File: config.mk
export PLATFORM = sky130hd
export DESIGN_NAME = alu_result_fifo
export DESIGN_NICKNAME = d
export VERILOG_FILES = /design/src/rtl/alu_result_fifo.sv
export SDC_FILE = /design/constraint.sdc
export NUM_CORES = 1
export LEC_CHECK = 0
export ABC_AREA = 1
export CAP_MARGIN = 15
export CORE_MARGIN = 3
export CORE_UTILIZATION = 51
export CTS_BUF_LIST = sky130_fd_sc_hd__clkbuf_8
export DETAILED_ROUTE_END_ITERATION = 6
export GPL_TIMING_DRIVEN = 0
export PLACE_DENSITY = 0.89
export SYNTH_ARGS = -nofsm -noshare
export SYNTH_HDL_FRONTEND = slang
export SYNTH_SLANG_ARGS = --single-unit
File: constraint.sdc
create_clock -name CLOCK -period 3.03 [get_ports CLOCK]
set_input_delay 0.7575 -clock CLOCK [delete_from_list [all_inputs] [get_ports CLOCK]]
set_output_delay 0.7575 -clock CLOCK [all_outputs]
set_load 0.005 [all_outputs]
File: src/rtl/alu_result_fifo.sv
// rtl/alu_result_fifo.sv - in-order result FIFO between the ALU and writeback
//
// Captures each accepted ALU result {Z, FLAGS, DEST} into a DEPTH-entry FIFO
// and presents the head entry to writeback over a valid/ready handshake.
// Also accumulates sticky flags and a saturating upstream stall counter.
//
// Ports:
//   CLOCK, RESET         rising-edge clock, asynchronous active-high reset
//   IN_VALID/IN_READY    upstream handshake (IN_READY from registered state only)
//   Z, FLAGS, DEST       result word, {N,Z,C,V} flags, destination tag
//   OUT_VALID/OUT_READY  downstream handshake
//   OUT_DATA/FLAGS/DEST  head entry, zero while OUT_VALID is low
//   COUNT                current occupancy
//   STICKY_FLAGS         OR of flags of all entries accepted since last clear
//   CLEAR_STICKY         clear sticky flags (a same-cycle push still ORs in)
//   STALL_CNT            cycles with IN_VALID & !IN_READY, saturating

module alu_result_fifo #(
    parameter int DEPTH = 4,
    parameter int WIDTH = 32
) (
    input  logic                     CLOCK,
    input  logic                     RESET,
    input  logic                     IN_VALID,
    output logic                     IN_READY,
    input  logic [WIDTH-1:0]         Z,
    input  logic [3:0]               FLAGS,
    input  logic [4:0]               DEST,
    output logic                     OUT_VALID,
    input  logic                     OUT_READY,
    output logic [WIDTH-1:0]         OUT_DATA,
    output logic [3:0]               OUT_FLAGS,
    output logic [4:0]               OUT_DEST,
    output logic [$clog2(DEPTH):0]   COUNT,
    output logic [3:0]               STICKY_FLAGS,
    input  logic                     CLEAR_STICKY,
    output logic [15:0]              STALL_CNT
);

    localparam int AW = $clog2(DEPTH);
    localparam int EW = WIDTH + 9;
    localparam logic [AW:0] FULL_COUNT = (AW + 1)'(DEPTH);

    logic [EW-1:0] mem [DEPTH];
    logic [AW-1:0] wr_ptr;
    logic [AW-1:0] rd_ptr;
    logic [AW:0]   count;
    logic [3:0]    sticky;
    logic [15:0]   stall_cnt;
    logic [EW-1:0] head;
    logic          push;
    logic          pop;

    // Ready depends only on registered occupancy, so a pop while full
    // cannot open the input in the same cycle.
    assign IN_READY  = (count < FULL_COUNT);
    assign OUT_VALID = (count != '0);
    assign push      = IN_VALID & IN_READY;
    assign pop       = OUT_VALID & OUT_READY;

    // Storage is not reset; stale contents are hidden by the output mask.
    always_ff @(posedge CLOCK) begin
        if (push) begin
            mem[wr_ptr] <= {Z, FLAGS, DEST};
        end
    end

    always_ff @(posedge CLOCK or posedge RESET) begin
        if (RESET) begin
            wr_ptr    <= '0;
            rd_ptr    <= '0;
            count     <= '0;
            sticky    <= 4'b0000;
            stall_cnt <= 16'h0000;
        end else begin
            if (push) begin
                wr_ptr <= wr_ptr + 1'b1;
            end
            if (pop) begin
                rd_ptr <= rd_ptr + 1'b1;
            end
            if (push && !pop) begin
                count <= count + 1'b1;
            end else if (pop && !push) begin
                count <= count - 1'b1;
            end
            // Clear takes effect first, then the pushed flags are ORed in.
            if (CLEAR_STICKY) begin
                sticky <= push ? FLAGS : 4'b0000;
            end else if (push) begin
                sticky <= sticky | FLAGS;
            end
            if (IN_VALID && !IN_READY && stall_cnt != 16'hFFFF) begin
                stall_cnt <= stall_cnt + 16'd1;
            end
        end
    end

    assign head         = mem[rd_ptr];
    assign OUT_DATA     = OUT_VALID ? head[EW-1:9] : '0;
    assign OUT_FLAGS    = OUT_VALID ? head[8:5]    : 4'b0000;
    assign OUT_DEST     = OUT_VALID ? head[4:0]    : 5'b00000;
    assign COUNT        = count;
    assign STICKY_FLAGS = sticky;
    assign STALL_CNT    = stall_cnt;

endmodule

## After elaboration in Yosys (flattened, before gate mapping)

Memory sizes are Yosys's and may differ from the RTL's.
Index checks and enable logic that the tools add are counted.

| storage, ports and cells | value |
|---|---|
| register bits after elaboration | 27 |
| RAM bits | 164 |
| bits of input ports | 46 |
| output and inout port bits | 66 |
| word-level logic and storage cells | 36 |
| memories kept | 1 |

Memories:

| name | words | bits a word | rd ports | clocked after memory_dff | wr ports | RTL line | text |
|---|---|---|---|---|---|---|---|
| mem | 4 | 41 | 1 | 0 | 1 | 44 | `logic [EW-1:0] mem [DEPTH];` |

| operators by class | value |
|---|---|
| add/sub/neg operators | 5 |
| magnitude comparators | 1 |
| equality and inequality tests | 1 |
| multiplexer cells | 10 |
| bitwise logic cells | 3 |
| reduce and logical (&&, ||, !) cells | 10 |

Operators by type and width:

| kind | count |
|---|---|
| two-way mux 32 bit | 1 |
| adder 16 x 1 -> 16 bit, second input constant | 1 |
| two-way mux 4 bit | 4 |
| != test 16 bit, second input constant | 1 |
| two-way mux 3 bit | 2 |
| two-way mux 5 bit | 1 |
| adder 2 x 1 -> 2 bit, second input constant | 2 |
| logical AND 1 bit | 4 |
| OR 4 bit | 1 |
| nonzero test 2 bit | 2 |
| adder 3 x 1 -> 3 bit, second input constant | 1 |
| zero test 1 bit | 3 |
| < comparator 3 bit, second input constant | 1 |
| nonzero test 3 bit | 1 |
| subtractor 3 x 1 -> 3 bit, second input constant | 1 |
| bitwise AND 1 bit | 2 |
| two-way mux 1 bit | 2 |

## Depth between registers and ports, before layout

| depth | value |
|---|---|
| word-level depth | 6 |
| depth in mapped cells | 9 |
| mapped depth without buffers | 9 |

## Least setup slack after synthesis

OpenSTA, ideal clock, no wires.

| timing path | value |
|---|---|
| path type | input to register |
| from | input IN_VALID |
| to | memory mem[0][0] (netlist bit), enable pin |
| library setup time | 0.440 ns |
| arrival | 2.626 ns |
| required time | 2.590 ns |
| setup slack | -0.036 ns |
| stages on the path | 2 |
| buffers on the path | 0 |
| cells stage by stage | nand2_1 > nor2_1 |

| between the ends | value |
|---|---|
| word-level cells in the longest chain between the ends | 3 |

Ends and longest elaborated chain:

| what | RTL line | text |
|---|---|---|
| from (decl) | 24 | `input logic IN_VALID,` |
| bitwise AND 1 bit | 58 | `assign push = IN_VALID & IN_READY;` |
| two-way mux 1 bit | 63 | `if (push) begin` |
| two-way mux 1 bit (not written as such) | 64 | `mem[wr_ptr] <= {Z, FLAGS, DEST};` |
| to (decl) | 44 |  |

No other way between the ends.

## Worst setup path after layout

| timing path | value |
|---|---|
| from | register rd_ptr[1] |
| to | output OUT_FLAGS[1] |

| between the ends | value |
|---|---|
| word-level cells in the longest chain between the ends | 2 |

Ends and longest elaborated chain:

| what | RTL line | text |
|---|---|---|
| from (decl) | 46 | `logic [AW-1:0] rd_ptr;` |
| from (signal assigned) | 80 | `rd_ptr <= rd_ptr + 1'b1;` |
| memory read (4 x 41 bit) | - |  |
| two-way mux 4 bit | 101 | `assign OUT_FLAGS = OUT_VALID ? head[8:5] : 4'b0000;` |
| to (decl) | 32 | `output logic [3:0] OUT_FLAGS,` |

No other way between the ends.

==> impl_metrics.yaml <==
status:
  status: "finished clean"
cts:
  cts.sinks: 191
  cts_buffer_depth: 2
  cts_buffers: 17
  htreeDepth: 4
  cts_tree: "done"
  root_buffer: "clkbuf_8"
  clk_pin_slew_worst_paths_ns: 0.10
  worst_skew_pair.late_latency_ns: 0.47
yosys:
  synthMuxAreaShare: 0.00143
  synth_cells: 697
  synth_seq_cells: 191
  synth.avg_cell_area_sq_um: 11.3
  synth_compound_area_frac: 0.0854
  synthDistinctLibCells: 24
  synth_nets: 750
  synth_ff_type: "edfxtp_1"
  synth_xor_area_frac: 0.00890
  synth_fa_ha_area_frac: 0.0121
  synth-simple-area-share: 0.148
  synthesis.area_sq_mm: 0.00787
  synth_edf_count: 164
  synth_top_family_by_area: "simple AND/OR/NAND/NOR gates"
  synth.yosys.seq_area_share: 0.712
  ys_warn_count: 0
  synthArstFlopShare: 0.141
run:
  drv_cap: 0
sta:
  skew_ns: 0.00928
  finalCritPeriodShare: 0.993
  fmax_mhz: 332
  tightest_slew_ns: 0.817
  fin_crit_ns: 3.01
  layout_setup_ws_ns: 0.0218
  finalHoldViolCount: 0
  setup_viol: 0
  max_slew_margin: 0.454
  finalMaxSlewViolations: 0
  rsz0062_at_grt: "true"
floorplanning:
  rows: 44
  die_area_sq_mm: 0.0170
  pin_count: 112
  initial_utilization: 0.531
  core_area_sq_mm: 0.0148
  die_y_um: 130
  die_w_um: 130
global_routing:
  grt_pass1_vias: 5701
  grt_max_degree: 31
  grt_use_met2: 0.378
  grt_usage: 0.226
  antenna_found_initial: 1
  gr-total-overflow: 0
  grtUsageMet1: 0.286
  top_usage_layer: "met2"
  grt_pass1_wl_mm: 29.0
  grt_use_met3: 0.0614
critical_path:
  path_depth: 7
  crit_top_cell: "clkbuf_4"
  worst_ep_required_time_ns: 2.27
  critPathSlowestCell: "clkdlybuf4s50_1"
  cp_top_family: "buffers and inverters"
  slowest_delay_ns: 0.54
  crit_chain: "clkbuf_4 > inv_2 > clkbuf_4 > nor2_1 > o21ai_0 > a21oi_1 > clkdlybuf4s50_1"
  criticalPathCategory: "flip-flop to primary output"
  reg2regPathDepth: 9
  path_max_fanout: 10
  cp.buffers_inverters: 4
  arrival_ns: 2.25
  critPathLaunchType: "flip-flop"
  crit_path_end_kind: "primary output"
place:
  place_area_sq_mm: 0.00934
  gp_congestion: 0.833
  portBuffers: 111
  dp_slack_ns: 0.0862
  dpl.hpwl_mm: 12.0
  place_inst: 996
finish:
  postLayoutCellArea_sq_mm: 0.0100
  layout-drive-gt1-share: 0.106
  nets: 886
  layoutNonFillerInstCount: 1030
  areaGrowthSynthToFinish_pct: 27.1
  diodes: 0
pwr:
  swShare: 0.346
  seqPwrFrac: 0.382
  power_mw: 9.00
  clock_power_share: 0.189
  p_leak_nw: 3.81
  vdd_drop_max_mv: 0.475
  p_switching_mw: 3.11
  power.share.combinational: 0.429
  power.density_mw_per_mm2: 900
  p_int_mw: 5.89
routing:
  first_iter_violations: 643
  viasPerCell: 5.54
  drt_first_pass_iters: 5
  ant_nets: 0
  routed_wl_mm: 18.7
  drc: 0
  drt-wirelength-per-cell_um: 18.1
  num_vias: 5705
hold_path:
  min_path_type: "input pin to asynchronous set/reset pin"
[stage by stage]
stage	TNS, ns	utilization	hold WS [ns]
after global routing	-0.269	0.675	0.512
final	0	0.675	0.514
after detailed placement	0	0.630	0.520
after CTS	0	0.667	0.537
after floorplan	-5.90	-	0.503
after global placement	-271.75	0.622	0.508
[power by group through the flow]
| stage | clock network, mW | logic, mW | registers (mW) |
|---|---|---|---|
| global route | 1.82 | 4.26 | 3.47 |
| floorplan | 0 | 1.75 | 3.47 |
| CTS | 1.71 | 3.86 | 3.43 |
| detailed placement | 0 | 3.65 | 3.48 |
| global placement | 0 | 3.43 | 3.50 |
| finish | 1.70 | 3.86 | 3.44 |
[metal layers]
metal	wire length, um	vias to the layer above
li1	-	2652
met1	7370	2732
met2	9410	287
met3	1530	32
met4	333	2
met5	13	-
[repair_timing]
item	CTS	global route
endpoints found under the setup margin	41	39
buffers inserted	0	1
pin swaps	2	8
hold buffers	0	0
gates cloned	0	1
resized for setup	60	45
[registers in the layout (all words and copies together) (netlist names)]
name and count:
mem 164, rd_ptr 2, wr_ptr 2, COUNT 3, STALL_CNT 16, STICKY_FLAGS 4
[cell usage in the layout (no fill, tap or decap), types with 5 or more instances in the layout]
cell type and n:
a21oi_1 39, buf_4 5, buf_6 7, clkbuf_4 13
clkbuf_8 20, clkdlybuf4s50_1 90, dfrtp_1 25, dlymetal6s2s_1 19
edfxtp_1 164, ha_1 6, inv_1 32, nand2_1 84
nand3_1 11, nor2_1 182, nor2_4 6, o21ai_0 85
xor2_1 6
[final timing paths]
| check | from | to | slack [ns] |
|---|---|---|---|
| setup / recovery | rd_ptr[1]$_DFFE_PP0P_ | OUT_FLAGS[1] | 0.02 |
| hold / removal | RESET | STALL_CNT[0]$_DFFE_PP0P_ | 0.51 |
| setup reg to reg | COUNT[2]$_DFFE_PP0P_ | COUNT[2]$_DFFE_PP0P_ | 0.71 |
| hold reg to reg | STICKY_FLAGS[1]$_DFFE_PP0P_ | STICKY_FLAGS[1]$_DFFE_PP0P_ | 0.53 |
| max in group asynchronous | RESET | COUNT[0]$_DFFE_PP0P_ | 2.10 |
| min in group CLOCK | STICKY_FLAGS[1]$_DFFE_PP0P_ | STICKY_FLAGS[1]$_DFFE_PP0P_ | 0.53 |
[cell usage after synthesis (2+ instances only)]
master,number,area (sq um)
a21oi_1,43,215
buf_1,2,7.51
buf_2,10,50.1
clkbuf_1,19,71.3
dfrtp_1,27,676
edfxtp_1,164,4920
ha_1,6,75.1
inv_1,32,120
nand2_1,85,319
nand3_1,11,55.1
nand4_1,4,25.0
nor2_1,187,702
nor2_2,2,12.5
nor2_4,2,22.5
o21ai_0,88,440
xnor2_1,2,17.5
xor2_1,6,52.6
[cell type report]
class | instances | area, sq um
Timing Repair Buffer | 118 | 1290
Multi-Input combinational cell | 442 | 2070
Fill cell | 1018 | 4810
Tap cell | 184 | 230
Inverter | 33 | 126
Buffer | 30 | 270
Clock buffer | 17 | 234
Clock inverter | 15 | 170
Sequential cell | 191 | 5600
[kinds of logic (layout without fill, tap and decap cells)]
group	count (synthesis)	in the layout
AND/OR/NAND/NOR	294	294
adder cells (fa/ha/maj)	7	7
AO/OA/AOI/OAI	132	132
buffers and inverters	64	213
XOR/XNOR	8	8
flip-flops	191	191
multiplexers	1	1
Power figures use the tool's default switching activity.
